**src/rtl/csr_pkg.sv**
```systemverilog
// Shared types and constants for the CSR access controller.
package csr_pkg;

  typedef enum logic [1:0] {
    IDLE  = 2'd0,
    ISSUE = 2'd1,
    WAIT  = 2'd2,
    RESP  = 2'd3
  } csr_state_e;

  // Zicsr funct3 encodings
  localparam logic [2:0] CSRRW  = 3'b001;
  localparam logic [2:0] CSRRS  = 3'b010;
  localparam logic [2:0] CSRRC  = 3'b011;
  localparam logic [2:0] CSRRWI = 3'b101;
  localparam logic [2:0] CSRRSI = 3'b110;
  localparam logic [2:0] CSRRCI = 3'b111;

  // funct3 values with no Zicsr meaning under the SYSTEM opcode
  localparam logic [2:0] F3_ILL_A = 3'b000;
  localparam logic [2:0] F3_ILL_B = 3'b100;

  // Cause reported when the controller traps locally (illegal funct3 or no response)
  localparam logic [1:0] CAUSE_ILLEGAL = 2'b00;

  // Bit positions inside csr_op
  localparam int OP_R_BIT = 1;
  localparam int OP_W_BIT = 0;

endpackage

```
**src/rtl/csr_op_dec.sv**
```systemverilog
// Zicsr operation decode: which of read/write the instruction really performs.
module csr_op_dec
  import csr_pkg::*;
(
  input  logic [2:0] i_funct3,
  input  logic [4:0] i_rd,
  input  logic [4:0] i_uimm,
  output logic [1:0] o_op,
  output logic       o_illegal
);

  // CSRRW/CSRRWI with rd=0 skip the read; set/clear with a zero source skip the write.
  always_comb begin
    o_op            = '0;
    o_op[OP_R_BIT]  = !((i_funct3[1:0] == 2'b01) && (i_rd == 5'd0));
    o_op[OP_W_BIT]  = !(i_funct3[1] && (i_uimm == 5'd0));
    o_illegal       = (i_funct3 == F3_ILL_A) || (i_funct3 == F3_ILL_B);
  end

endmodule

```
**src/rtl/csr_access_ctrl.sv**
```systemverilog
// Sequences one Zicsr instruction at a time onto the shared CSR bus.
//
//  state | meaning
//  IDLE  | ready for a new instruction from execute
//  ISSUE | csr_valid strobe on the bus (one cycle)
//  WAIT  | bus request held, waiting for csr_rvalid or timeout
//  RESP  | result held for writeback until wb_ready
module csr_access_ctrl
  import csr_pkg::*;
#(
  parameter int ADDR_WIDTH  = 32,
  parameter int REG_WIDTH   = 32,
  parameter int TIMEOUT_CYC = 16
) (
  input  logic                  clk,
  input  logic                  rst_n,
  input  logic                  req_valid,
  output logic                  req_ready,
  input  logic [2:0]            req_funct3,
  input  logic [4:0]            req_uimm,
  input  logic [4:0]            req_rd,
  input  logic [REG_WIDTH-1:0]  req_rs1_val,
  input  logic [ADDR_WIDTH-1:0] req_addr,
  input  logic                  flush,
  output logic                  csr_valid,
  output logic [1:0]            csr_op,
  output logic [2:0]            csr_funct3,
  output logic [4:0]            csr_imm,
  output logic [REG_WIDTH-1:0]  csr_rs1_val,
  output logic [ADDR_WIDTH-1:0] csr_addr,
  output logic                  csr_rrsp,
  input  logic [ADDR_WIDTH-1:0] csr_rdata,
  input  logic                  csr_rvalid,
  input  logic [2:0]            csr_reg_rsp,
  output logic                  wb_valid,
  input  logic                  wb_ready,
  output logic                  wb_we,
  output logic [4:0]            wb_rd,
  output logic [ADDR_WIDTH-1:0] wb_data,
  output logic                  exc_valid,
  output logic [1:0]            exc_cause
);

  localparam int CNT_W = $clog2(TIMEOUT_CYC);
  localparam logic [CNT_W-1:0] CNT_LAST = CNT_W'(TIMEOUT_CYC - 1);

  csr_state_e            r_state, w_state_nxt;
  logic [2:0]            r_funct3;
  logic [4:0]            r_uimm;
  logic [4:0]            r_rd;
  logic [REG_WIDTH-1:0]  r_rs1_val;
  logic [ADDR_WIDTH-1:0] r_addr;
  logic [1:0]            r_op;
  logic                  r_exc;
  logic [1:0]            r_cause;
  logic [ADDR_WIDTH-1:0] r_rdata;
  logic                  r_kill;
  logic [CNT_W-1:0]      r_cnt;

  logic [1:0] w_dec_op;
  logic       w_dec_illegal;
  logic       w_accept;
  logic       w_capture;
  logic       w_timeout;
  logic       w_bus_act;
  logic       w_kill;

  csr_op_dec u_op_dec (
    .i_funct3  (req_funct3),
    .i_rd      (req_rd),
    .i_uimm    (req_uimm),
    .o_op      (w_dec_op),
    .o_illegal (w_dec_illegal)
  );

  assign w_bus_act = (r_state == ISSUE) || (r_state == WAIT);
  assign w_kill    = r_kill || flush;

  // State register
  always_ff @(posedge clk or negedge rst_n) begin
    if (!rst_n) r_state <= IDLE;
    else        r_state <= w_state_nxt;
  end

  // Next-state decode and all outputs; bus fields are forced to 0 outside ISSUE/WAIT
  always_comb begin
    w_state_nxt = r_state;
    w_accept    = 1'b0;
    w_capture   = 1'b0;
    w_timeout   = 1'b0;
    req_ready   = (r_state == IDLE);
    csr_valid   = (r_state == ISSUE);
    csr_op      = w_bus_act ? r_op      : '0;
    csr_funct3  = w_bus_act ? r_funct3  : '0;
    csr_imm     = w_bus_act ? r_uimm    : '0;
    csr_rs1_val = w_bus_act ? r_rs1_val : '0;
    csr_addr    = w_bus_act ? r_addr    : '0;
    csr_rrsp    = w_bus_act && csr_rvalid;
    wb_valid    = (r_state == RESP);
    wb_we       = (r_state == RESP) && !r_exc && r_op[OP_R_BIT] && (r_rd != 5'd0);
    wb_rd       = (r_state == RESP) ? r_rd : '0;
    wb_data     = ((r_state == RESP) && !r_exc) ? r_rdata : '0;
    exc_valid   = (r_state == RESP) && r_exc;
    exc_cause   = (r_state == RESP) ? r_cause : '0;

    case (r_state)
      IDLE: begin
        if (req_valid && !flush) begin
          w_accept    = 1'b1;
          w_state_nxt = w_dec_illegal ? RESP : ISSUE;
        end
      end
      ISSUE: begin
        if (csr_rvalid) begin
          w_capture   = 1'b1;
          w_state_nxt = w_kill ? IDLE : RESP;
        end else begin
          w_state_nxt = WAIT;
        end
      end
      WAIT: begin
        if (csr_rvalid) begin
          w_capture   = 1'b1;
          w_state_nxt = w_kill ? IDLE : RESP;
        end else if (r_cnt == CNT_LAST) begin
          w_timeout   = 1'b1;
          w_state_nxt = w_kill ? IDLE : RESP;
        end
      end
      RESP: begin
        if (wb_ready || flush) w_state_nxt = IDLE;
      end
      default: w_state_nxt = IDLE;
    endcase
  end

  // Request latch, response capture, timeout counter and sticky kill
  always_ff @(posedge clk or negedge rst_n) begin
    if (!rst_n) begin
      r_funct3  <= '0;
      r_uimm    <= '0;
      r_rd      <= '0;
      r_rs1_val <= '0;
      r_addr    <= '0;
      r_op      <= '0;
      r_exc     <= 1'b0;
      r_cause   <= '0;
      r_rdata   <= '0;
      r_kill    <= 1'b0;
      r_cnt     <= '0;
    end else begin
      if (w_accept) begin
        r_funct3  <= req_funct3;
        r_uimm    <= req_uimm;
        r_rd      <= req_rd;
        r_rs1_val <= req_rs1_val;
        r_addr    <= req_addr;
        r_op      <= w_dec_op;
        r_exc     <= w_dec_illegal;
        r_cause   <= CAUSE_ILLEGAL;
        r_rdata   <= '0;
      end
      if (w_capture) begin
        r_rdata <= csr_rdata;
        r_exc   <= csr_reg_rsp[2];
        r_cause <= csr_reg_rsp[2] ? csr_reg_rsp[1:0] : CAUSE_ILLEGAL;
      end
      if (w_timeout) begin
        r_rdata <= '0;
        r_exc   <= 1'b1;
        r_cause <= CAUSE_ILLEGAL;
      end
      if (r_state == ISSUE) r_cnt <= '0;
      else if ((r_state == WAIT) && !w_timeout) r_cnt <= r_cnt + CNT_W'(1);
      if (r_state == IDLE) r_kill <= 1'b0;
      else if (w_bus_act && flush) r_kill <= 1'b1;
    end
  end

endmodule

```
**config.mk**
```make
export PLATFORM = sky130hd
export DESIGN_NAME = csr_access_ctrl
export DESIGN_NICKNAME = d
export VERILOG_FILES = /design/src/rtl/csr_pkg.sv /design/src/rtl/csr_op_dec.sv /design/src/rtl/csr_access_ctrl.sv
export SDC_FILE = /design/constraint.sdc
export NUM_CORES = 1
export LEC_CHECK = 0
export ABC_AREA = 1
export BUFFER_PORTS_ARGS = -buffer_cell sky130_fd_sc_hd__buf_2
export CAP_MARGIN = 30
export CORE_UTILIZATION = 45
export CTS_CLUSTER_DIAMETER = 60
export CTS_CLUSTER_SIZE = 14
export DETAILED_ROUTE_END_ITERATION = 7
export GPL_ROUTABILITY_DRIVEN = 1
export HOLD_SLACK_MARGIN = 0.15
export PLACE_DENSITY = 0.77
export SETUP_SLACK_MARGIN = 0.15
export SYNTH_ARGS = -nofsm -noshare
export SYNTH_HDL_FRONTEND = slang
export SYNTH_SLANG_ARGS = --single-unit
```
**constraint.sdc**
```tcl
create_clock -name clk -period 4.4 [get_ports clk]
set_input_delay 0.88 -clock clk [delete_from_list [all_inputs] [get_ports clk]]
set_output_delay 0.88 -clock clk [all_outputs]
set_load 0.1 [all_outputs]
```
Word-level counts from Yosys, hierarchy flattened
Index checks and enable logic that the tools add are counted.

Register bits after elaboration: 121. Input bits: 118. Output and inout bits: 119. Word-level logic and storage cells: 88.

$add $sub $neg: 1. Equality and inequality tests: 9. Muxes and demuxes: 37. Reduce and logical (&&, ||, !) cells: 29.

Operators by type and width (number): 32-bit two-way mux (6); 2-bit two-way mux (13); 1-bit two-way mux (12); 1-bit logical AND (10); 5-bit zero test (2); 5-bit two-way mux (2); 4-bit two-way mux (2); 2-bit case mux with 4 select lines (1); 1-bit zero test (5); 5-bit nonzero test (1); 4-bit by 1-bit adder with 4-bit output (second input constant) (1); 2-bit by 1-bit equality test with 1-bit output (second input constant) (2); 2-bit equality test (second input constant) (2); 4-bit equality test (second input constant) (1); 1-bit logical OR (4); 2-bit by 1-bit inequality test with 1-bit output (second input constant) (2); 2-bit nonzero test (2); 3-bit equality test (second input constant) (1); 3-bit zero test (1); 3-bit two-way mux (1); 3-bit by 2-bit inequality test with 1-bit output (second input constant) (1); 3-bit AND reduction (1); 3-bit nonzero test (1); 2-bit zero test (1); 2-bit OR reduction (1).

Depth between registers and ports, before layout
Gate-level depths: netlist of run 1.

Word-level depth: 8. Depth in mapped cells: 9. Mapped depth without buffers: 9.

Hierarchy
Synthesis of run 1 repeated with hierarchy kept, for this count alone.

Cells, all modules: 627. Area, all modules: 5769.3 um^2.

By module, submodules not included: csr_access_ctrl (times used 1, cells each 611, area each 5708.0 um^2, sequential area each 3027.9 um^2); csr_op_dec (times used 1, cells each 16, area each 61.3 um^2, sequential area each 0.0 um^2).

Least setup slack after synthesis of run 1
No wires, ideal clock.

Kind: register to output. Start point: register r_state[0]. End point: output wb_data[10]. Arrival: 3.129 ns. Data required time: 3.520 ns. Slack: 0.391 ns. Stages on the path, launching flop included: 8. Buffers on the path: 2. Path through: dfrtp_1 ha_1 buf_4 inv_1 nor2_1 inv_1 buf_2 nor2_1.

Longest elaborated chain between the ends: 3.

RTL lines: start: declaration (line csr_access_ctrl.sv:47) `csr_state_e r_state, w_state_nxt;`; start signal: assignment (line csr_access_ctrl.sv:82) `else r_state <= w_state_nxt;`; 2-bit equality test; via wb_valid (line csr_access_ctrl.sv:35) `output logic wb_valid,`; 1-bit logical AND (line csr_access_ctrl.sv:102) `wb_data = ((r_state == RESP) && !r_exc) ? r_rdata : '0;`; 32-bit two-way mux (line csr_access_ctrl.sv:102); end: declaration (line csr_access_ctrl.sv:39) `output logic [ADDR_WIDTH-1:0] wb_data,`.

The timed path passes the listed nets, and every way through them passes these cells.

Worst setup path in the final report of run 1
Start point: register r_state[1]. End point: output csr_rrsp.

Longest elaborated chain between the ends: 3. Elaborated cells on any way between the ends: 4. Classes of those cells: 2 x eq/ne; 2 x reduce/logical.

RTL lines: 2-bit by 1-bit equality test with 1-bit output / 2-bit equality test (equally long branches) (line csr_access_ctrl.sv:76) `assign w_bus_act = (r_state == ISSUE) || (r_state == WAIT);`; 1-bit logical OR (*) (line csr_access_ctrl.sv:76); 1-bit logical AND (*) (line csr_access_ctrl.sv:98) `csr_rrsp = w_bus_act && csr_rvalid;`; end: declaration (line csr_access_ctrl.sv:31) `output logic csr_rrsp,`.

Mark *: on every way between the ends. The rest lies on a longest branch, timed or not.

==> metrics.sh, run 1 <==
ROUTEDLENGTHMET1_MM=6.34
CTS_INSERTED_BUFFERS=17
WORSTMARGINPINSLEW_NS=0.948
CTS.CLK_SLEW.WORST_PATHS_NS=0.05
WORST_EP_ARRIVAL_TIME_NS=2.85
DRV_CAP=0
CRITPATHMAXSTAGEDELAY_NS=0.71
GRT_SETUP_UNREPAIRED='false'
SYNTH.TOP_CELLS.BY_COUNT='nand2_1 (367), inv_1 (136), dfrtp_1 (121)'
SETUP_VIOLATIONS=0
WORST_SLEW_MARGIN_REL_PCT=36.7
DESIGN.DIE.AREA_UM2=13500
YOSYS_WARNINGS=0
COREAREA_UM2=12700
SINKS_ON_THE_CLOCK_NET=121
CLK-INSERTION-DELAY-LATE_NS=0.40
SEQ_AREA_UM2=3030
FINAL_PERIOD_UTILIZATION_PCT=84.7
TNS_NS=0
FLOW.AREA_GROWTH_FROM_SYNTHESIS_PCT=31.8
NUMBER_OF_VIAS_IN_THE_ROUTED_LAYOUT=5308
NUMPORTBUFFERS=236
IO_PINS=237
SYNTH_TOP_CELLS_BY_AREA='dfrtp_1 (52%), nand2_1 (23%), inv_1 (8.7%)'
LAYOUT.NETS=1133
DRIVE_ABOVE_1_SHARE_PCT=30.0
SYN_AREA_PER_CELL_UM2=7.51
HTREE_LEVELS=4
CRITPATHMAXFANOUT=34
N_ANTENNA_CELL=0
NETLIST_AREA_UM2=5870
SYNTH.DISTINCT_CELLS=19
AVGVIACOUNTPERCELL=4.45
POST_DRT_ANTENNA_NETS=0
GRT_ANTENNA_BEFORE_REPAIR=2
STD_CELL_ROWS=41
START_KIND='flop'
ROUTED_WIRELENGTH_MM=14.3
CTS_ROOT_BUF='clkbuf_16'
WORST_SETUP_PATH_END_KIND='output pin'
DRT_DRC_VIOLATIONS_LEFT=0
CHIPHEIGHT_UM=116
OVERALL_DIE_WIDTH_UM=116
DRT_PASS1_ITERATIONS=4
ROUTABILITY_CONG=0.810
HOLD_VIOLATIONS=0
AVERAGE_ROUTED_WIRE_PER_STANDARD_CELL_UM=12.0
OUTCOME='finished, final reports clean'
GRTUSAGETOTAL_PCT=21.5
FIRST_PASS_GRT_WIRE_LENGTH_MM=22.2
MAXSLEWVIOLCOUNT=0
ASYNCSETRESETFLOPFRACSYNTH_PCT=100
CRITICAL_PATH_CLASS='flop to output pin'
TRITONCTS='done'
GRT_START_MAX_NET_PINS=73
START_UTIL_PCT=46.3
SYN_NETS=907
SYNTH_ENABLE_FLOP_CELLS=0
SYNTH_TOP_CELL_AREA_SHARE_PCT=51.6
HPWLAFTERDP_MM=10.1
MAX_FREQ_GHz=0.268
MAIN_FLOP_TYPE_AFTER_SYNTHESIS='dfrtp_1'
SYNTHMOSTINSTANTIATEDCELL='nand2_1'
POSTCTSHOLDBUFS=0
CRITICAL_PATH.CELL_CHAIN='inv_1 > ha_2 > nand2_1 > inv_2 > buf_2'
POSTCTSSETUPBUFFERS=0
YS_SEQ_ELEMENTS=121
FINAL_PERIOD_MINUS_WORST_SETUP_SLACK_NS=3.73
TOP_LAYER_USED='met5'
SYNTH_SEQ_AREA_SHARE_PCT=51.6
FILL_CELLS=1158
SYNTH_AREA_LEADER_CELL='dfrtp_1'
CLOCK_TREE.BUFFER_DEPTH=2
SYNTH_CELLS=782
GRT_PASS1_VIAS=4837
POST_CTS_RESIZE_COUNT=0
DETAILROUTE.WIRELENGTH.MET3_MM=1.09
GRT.OVERFLOW.TOTAL=0
HP-CLASS='flop to flop'
CRITICAL_PATH_DATA_REQUIRED_TIME_NS=3.52
FOOTPRINT_OF_THE_MULTI_INPUT_GATES_UM2=2130
TIMING.CRITICAL_PATH.SLOWEST_STAGE_CELL='ha_2'
INITIALDRTVIOLATIONCOUNT=273
CLOCK-SKEW-FINAL_NS=0.00443
WL_MET2_MM=6.74
[worst max-delay path: cells and delay by family, from the launching register on]
kind          cells  cell delay [ns]
fa+ha+maj         1             0.71
flops             1             0.40
simple gates      1             0.24
buf+inv           3             1.10
[metrics by stage]
step | cells | worst slack (ns) | area, um2 | utilization [%] | hold WS [ns]
floorplan | 782 | 0.391 | 5870 | - | 0.442
global placement | 1161 | 1.20 | 7130 | 56.3 | 0.456
detailed placement | 1161 | 1.08 | 7130 | 56.3 | 0.459
CTS | 1192 | 0.656 | 7740 | 61.1 | 0.472
global route | 1192 | 0.465 | 7740 | 61.1 | 0.495
finish | 1192 | 0.671 | 7740 | 61.1 | 0.477
[state kept, by name (all words and copies together), names as in the netlist]
register and flops:
r_uimm 5, r_cnt 4, r_funct3 3, r_rs1_val 32
r_kill 1, r_exc 1, r_cause 2, r_rd 5
r_rdata 32, r_state 2, r_op 2, r_addr 32
[cell type report]
type / count / area share, %
Multi-Input combinational cell: 489 / 27.5
Inverter: 138 / 6.69
Clock inverter: 8 / 1.52
Timing Repair Buffer: 241 / 16.1
Sequential cell: 121 / 39.1
Tap cell: 172 / 2.78
Clock buffer: 23 / 6.31
[cells in the final DEF (no fill, tap or decap), types with 3 or more instances in the layout]
master / synthesis / routed
bufinv_16: 0 / 3
ha_1: 7 / 6
clkinv_2: 0 / 4
clkbuf_8: 0 / 4
inv_1: 136 / 136
o21ai_2: 31 / 31
buf_2: 22 / 235
a21oi_1: 4 / 4
nand2_1: 367 / 367
nand3_1: 12 / 12
nor3_1: 5 / 5
clkbuf_16: 0 / 17
nor2_1: 44 / 44
dfrtp_1: 121 / 121
o21ai_0: 14 / 14
buf_4: 6 / 4
[layer usage]
metal  vias to the layer above  track usage, %
li1                       2724               -
met1                      2380            26.0
met2                       184            36.2
met3                        16            7.27
met4                         4            6.67
met5                         -               0
[final timing paths]
path,start,to,slack [ns],depth (start not counted)
setup / recovery,r_state[1],csr_rrsp,0.67,5
hold / removal,r_rs1_val[5],r_rs1_val[5],0.48,2
setup reg to reg,r_state[1],r_exc,2.01,8
hold reg to reg,r_rs1_val[5],r_rs1_val[5],0.48,2
max in group asynchronous,rst_n,r_addr[4],3.06,2
min in group asynchronous,rst_n,r_rdata[26],0.53,1
[cell families (layout without fill, tap and decap cells)]
group / count (synthesis) / count (layout) / synth area share, %
buffers and inverters: 172 / 410 / 12.2
adder cells (fa/ha/maj): 7 / 7 / 1.49
AND/OR/NAND/NOR: 433 / 433 / 28.5
flip-flops: 121 / 121 / 51.6
AO/OA/AOI/OAI: 49 / 49 / 6.16
Power of run 1 is left out: the tool's default activity adds up to more than one toggle a clock period on the data nets, which glitch-free logic cannot reach.
==> run 2: changes to the inputs <==
- clock period: 4.4 -> 3.6 ns (I/O delays scaled with it)
==> metrics.sh, run 2 (synthesis gave the netlist of run 1 again) <==
DRV_CAP=0  # unchanged
FIRST_PASS_GRT_WIRE_LENGTH_MM=22.7  # +2.2%
GRT_PASS1_VIAS=4873  # +0.74%
MOST_COMMON_CELL_AFTER_LAYOUT_FILL_AND_TAPS_ASIDE='nand2_1'
MAX_FREQ_GHz=0.310
STDCELL_AREA_UM2=7810  # +0.95%
HPWLAFTERDP_MM=10.3  # +1.3%
MAXSLEWVIOLCOUNT=0  # unchanged
CTS_INSERTED_BUFFERS=17  # unchanged
TRITONCTS='done'
GRT.OVERFLOW.TOTAL=0  # unchanged
FINAL_PERIOD_UTILIZATION_PCT=89.6
HOLD_VIOLATIONS=0  # unchanged
WORST_EP_ARRIVAL_TIME_NS=2.51  # -0.34 ns
DPL_CELL_AREA_UM2=7150  # +0.21%
HTREE_LEVELS=4  # unchanged
NUMBER_OF_VIAS_IN_THE_ROUTED_LAYOUT=5426  # +2.2%
CTS_ROOT_BUF='clkbuf_16'
CRIT_START='r_state[0]'
HP-CLASS='input pin to asynchronous set/reset pin'
GRT_START_MAX_NET_PINS=88  # +21%
OUTCOME='finished, final reports clean'
ROUTABILITY_CONG=0.820  # +1.2%
LARGEST_DELAY_CONTRIBUTOR_FAMILY_ON_THE_CRITICAL_PATH='buffers and inverters'
ROUTED_WIRELENGTH_MM=14.6  # +2.1%
R2R_START='r_state[1]'
CRITPATHMAXSTAGEDELAY_NS=0.45  # -0.26 ns
GRTUSAGETOTAL_PCT=22.1  # +0.65 points
CRITPATHMAXFANOUT=16  # -53%
CHIPHEIGHT_UM=116  # unchanged
OVERALL_DIE_WIDTH_UM=116  # unchanged
DESIGN.DIE.AREA_UM2=13500  # unchanged
LAYOUT.NETS=1139  # +0.53%
NUMPORTBUFFERS=236  # unchanged
WORSTMARGINPINSLEW_NS=0.876  # -0.0717 ns
TIMING.CRITICAL_PATH.SLOWEST_STAGE_CELL='buf_2'
CTS.CLK_SLEW.WORST_PATHS_NS=0.05  # about the same
CRITICAL_PATH_DATA_REQUIRED_TIME_NS=2.88  # -0.64 ns
NUMBER_OF_BUFFERS_AND_INVERTERS_ON_THE_CRITICAL_PATH=4  # +1
COREAREA_UM2=12700  # unchanged
DRT_PASS1_ITERATIONS=4  # unchanged
CRITICAL_PATH_CLASS='flop to output pin'
START_KIND='flop'
DRT_DRC_VIOLATIONS_LEFT=0  # unchanged
TNS_NS=0  # unchanged
POSTCTSHOLDBUFS=0  # unchanged
AVERAGE_ROUTED_WIRE_PER_STANDARD_CELL_UM=12.2  # +1.6%
START_UTIL_PCT=46.3  # unchanged
SINKS_ON_THE_CLOCK_NET=121  # unchanged
AVGVIACOUNTPERCELL=4.53  # +1.7%
GRT_SETUP_UNREPAIRED='false'
CLK-INSERTION-DELAY-LATE_NS=0.41  # about the same
FLOW.AREA_GROWTH_FROM_SYNTHESIS_PCT=33.1
IO_PINS=237  # unchanged
MOSTFREQUENTLAYOUTCELLS='nand2_1 (367), buf_2 (235), inv_1 (135), dfrtp_1 (121), nor2_1 (43)'
STD_CELL_ROWS=41  # unchanged
FINAL_PERIOD_MINUS_WORST_SETUP_SLACK_NS=3.23
CLOCK-SKEW-FINAL_NS=0.00806  # +0.00363 ns
SETUP_VIOLATIONS=0  # unchanged
GRT_ANTENNA_BEFORE_REPAIR=1  # -1
INITIALDRTVIOLATIONCOUNT=279  # +2.2%
DRIVE_ABOVE_1_SHARE_PCT=30.7  # +0.73 points
WORST_SETUP_PATH_END_KIND='output pin'
WORST_SLEW_MARGIN_REL_PCT=41.6  # +4.8 points
POST_DRT_ANTENNA_NETS=0  # unchanged
CLOCK_TREE.BUFFER_DEPTH=2  # unchanged
LAYOUT_TOP_REGISTERS='r_addr: 32 flops, r_rdata: 32 flops, r_rs1_val: 32 flops'
CRITICAL_PATH.CELL_CHAIN='ha_1 > inv_1 > nor2_2 > clkinvlp_4 > buf_4 > nor2_1 > buf_2'
==> run 2: worst register-to-register path, delay by kind of cell, from the launching register on <==
kind / cells / cell delay, ns
adders and majority gates: 1 / 0.64
DFF: 1 / 0.39
AOI/OAI and AO/OA: 1 / 0.07
buffers and inverters: 2 / 0.45
and+or+nand+nor: 2 / 0.83
==> run 2: metal layers <==
layer | wire [um] | track usage (%) | vias up
li1 | - | - | 2737
met1 | 6360 | 26.8 | 2464
met2 | 6830 | 36.3 | 203
met3 | 1210 | 7.16 | 22
met4 | 240 | 9.49 | 0
met5 | 0 | 0 | -
==> run 2: final cells by class <==
cell class / instances / area (um2)
Clock buffer: 21 / 480
Sequential cell: 121 / 3030
Tap cell: 172 / 215
Timing Repair Buffer: 246 / 1280
Fill cell: 1137 / 4860
Timing Repair inverter: 1 / 7.51
Inverter: 138 / 522
Multi-Input combinational cell: 489 / 2130
Clock inverter: 9 / 145
Antenna cell: 1 / 2.50
==> run 2: stage by stage <==
step	worst slack [ns]	instances	hold slack (ns)	utilization (%)
3_3_place_gp	0.738	1163	0.457	56.4
3_5_place_dp	0.704	1163	0.464	56.4
6_report	0.374	1198	0.332	61.7
2_1_floorplan	-0.249	782	0.424	-
4_1_cts	0.240	1193	0.352	61.4
5_1_grt	0.257	1197	0.379	61.6
==> run 2: final timing paths <==
kind / end / slack, ns / cells after the start
setup / recovery: wb_data[6] / 0.37 / 7
hold / removal: r_cnt[3] / 0.33 / 1
max in group asynchronous: r_uimm[3] / 2.46 / 2
hold reg to reg: r_rs1_val[26] / 0.47 / 2
setup reg to reg: r_rdata[9] / 1.11 / 6
min in group clk: r_rs1_val[26] / 0.47 / 2
==> run 2: repair_timing <==
| action | in CTS | in global routing |
|---|---|---|
| setup buffers | 0 | 3 |
| endpoints found under the setup margin | 0 | 13 |
| gates resized for setup | 0 | 3 |
Power of run 2 is left out for the same reason.
==> run 3: changes to the inputs <==
- CORE_MARGIN: not set -> 3
==> metrics.sh, run 3 (synthesis gave the netlist of run 1 again) <==
MOSTFREQUENTLAYOUTCELLS='nand2_1 (367), buf_2 (235), inv_1 (135), dfrtp_1 (121), nor2_1 (43)'
CRITPATHMAXSTAGEDELAY_NS=0.43  # -0.02 ns
R2R_START='r_state[1]'
WORST_EP_ARRIVAL_TIME_NS=2.45  # -0.06 ns
CLOCK-SKEW-FINAL_NS=0.00418  # -0.00388 ns
FLOW.AREA_GROWTH_FROM_SYNTHESIS_PCT=33.1  # unchanged
FILL_CELLS=1175  # +3.3%
DRIVE_ABOVE_1_SHARE_PCT=30.5  # -0.22 points
MOST_COMMON_CELL_AFTER_LAYOUT_FILL_AND_TAPS_ASIDE='nand2_1'
CRITICAL_PATH_CLASS='flop to output pin'
CTS_INSERTED_BUFFERS=17  # unchanged
CRIT_START='r_state[0]'
DRV_CAP=0  # unchanged
CLK-INSERTION-DELAY-LATE_NS=0.40  # about the same
FOOTPRINT_OF_THE_MULTI_INPUT_GATES_UM2=2130  # unchanged
MAX_FREQ_GHz=0.316  # +1.8%
MAXSLEWVIOLCOUNT=0  # unchanged
COREAREA_UM2=12700  # unchanged
DRT_PASS1_ITERATIONS=4  # unchanged
ROUTED_WIRELENGTH_MM=15.3  # +4.3%
STD_CELL_ROWS=41  # unchanged
SEQ_AREA_UM2=3030  # unchanged
AVGVIACOUNTPERCELL=4.54  # +0.13%
DRT_DRC_VIOLATIONS_LEFT=0  # unchanged
IO_PINS=237  # unchanged
CTS.CLK_SLEW.WORST_PATHS_NS=0.05  # about the same
START_UTIL_PCT=46.3  # unchanged
TNS_NS=0  # unchanged
GRTUSAGETOTAL_PCT=21.1  # -0.96 points
FINAL_PERIOD_UTILIZATION_PCT=88.0  # -1.6 points
OUTCOME='finished, final reports clean'
FIRST_PASS_GRT_WIRE_LENGTH_MM=24.2  # +6.8%
CRITICAL_PATH_DATA_REQUIRED_TIME_NS=2.88  # about the same
GRT_SETUP_UNREPAIRED='false'
HPWLAFTERDP_MM=10.8  # +5.6%
CLOCK_TREE.BUFFER_DEPTH=2  # unchanged
AVERAGE_ROUTED_WIRE_PER_STANDARD_CELL_UM=12.7  # +4.2%
HP-CLASS='input pin to asynchronous set/reset pin'
WORST_SETUP_PATH_END_KIND='output pin'
TIMING.CRITICAL_PATH.SLOWEST_STAGE_CELL='buf_2'
POSTCTSHOLDBUFS=0  # unchanged
CHIPHEIGHT_UM=120  # +3.4%
TRITONCTS='done'
NUMPORTBUFFERS=236  # unchanged
NUMBER_OF_VIAS_IN_THE_ROUTED_LAYOUT=5442  # +0.29%
INITIALDRTVIOLATIONCOUNT=242  # -13%
START_KIND='flop'
GRT_START_MAX_NET_PINS=79  # -10%
WORST_SLEW_MARGIN_REL_PCT=61.2  # +20 points
GRT_PASS1_VIAS=5042  # +3.5%
LAYOUT_TOP_REGISTERS='r_addr: 32 flops, r_rdata: 32 flops, r_rs1_val: 32 flops'
POST_DRT_ANTENNA_NETS=0  # unchanged
GRT_ANTENNA_BEFORE_REPAIR=4  # +3
HTREE_LEVELS=4  # unchanged
HOLD_VIOLATIONS=0  # unchanged
LAYOUT.NETS=1138  # -0.088%
OVERALL_DIE_WIDTH_UM=120  # +3.4%
CRITICAL_PATH.CELL_CHAIN='ha_1 > inv_1 > nor2_2 > clkinvlp_4 > buf_4 > nor2_1 > buf_2'
CTS_ROOT_BUF='clkbuf_16'
FINAL_PERIOD_MINUS_WORST_SETUP_SLACK_NS=3.17  # -0.0584 ns
DESIGN.DIE.AREA_UM2=14400  # +7.0%
GRT.OVERFLOW.TOTAL=0  # unchanged
ROUTABILITY_CONG=0.806  # -1.6%
WORSTMARGINPINSLEW_NS=0.582  # -0.294 ns
SETUP_VIOLATIONS=0  # unchanged
SINKS_ON_THE_CLOCK_NET=121  # unchanged
CRITPATHMAXFANOUT=16  # unchanged
run 3: layer usage:
metal / GRT usage, % / wire, um / vias up
met4: 7.80 / 206 / 4
met5: 0 / 29 / -
met2: 33.4 / 7140 / 206
met1: 27.5 / 6510 / 2468
li1: - / - / 2745
met3: 6.59 / 1390 / 19
run 3: final cells by class:
| cell class | count | share of cell area [%] |
|---|---|---|
| multi-input cells | 489 | 27.2 |
| inverters | 138 | 6.68 |
| flip-flops and latches | 121 | 38.8 |
| repair buffers | 245 | 16.5 |
| repair inverters | 1 | 0.0961 |
| clock inverters | 7 | 1.44 |
| diodes | 2 | 0.0641 |
| clock buffers | 25 | 6.47 |
| well taps | 172 | 2.75 |
run 3: stage by stage:
step	instance area, um2	util [%]	setup WS (ns)	hold WS, ns	instances
finish	7810	61.7	0.433	0.316	1200
global route	7810	61.7	0.226	0.347	1200
CTS	7780	61.4	0.395	0.323	1195
detailed placement	7160	56.5	0.843	0.463	1163
global placement	7140	56.4	0.901	0.457	1162
floorplan	5870	-	-0.249	0.424	782
run 3: what timing repair did:
item                                    4_1_cts  5_1_grt
setup buffers                                 0        2
hold endpoints to repair                      0        0
endpoints found under the setup margin        0       18
gates resized for setup                       0        3
run 3: worst max-delay path, delay by kind of cell (launching register included):
kind | cells | cell delay, ns
flops | 1 | 0.39
fa+ha+maj | 1 | 0.38
buf+inv | 4 | 0.87
simple gates | 2 | 0.39
run 3: path summary, 6_finish.rpt:
path,to,slack (ns),cells after the start
setup / recovery,wb_data[16],0.43,7
hold / removal,r_rdata[26],0.32,1
setup reg to reg,r_op[0],1.26,7
hold reg to reg,r_cause[0],0.47,2
max in group asynchronous,r_funct3[1],2.46,2
min in group clk,r_cause[0],0.47,2
Power of run 3 is left out for the same reason.
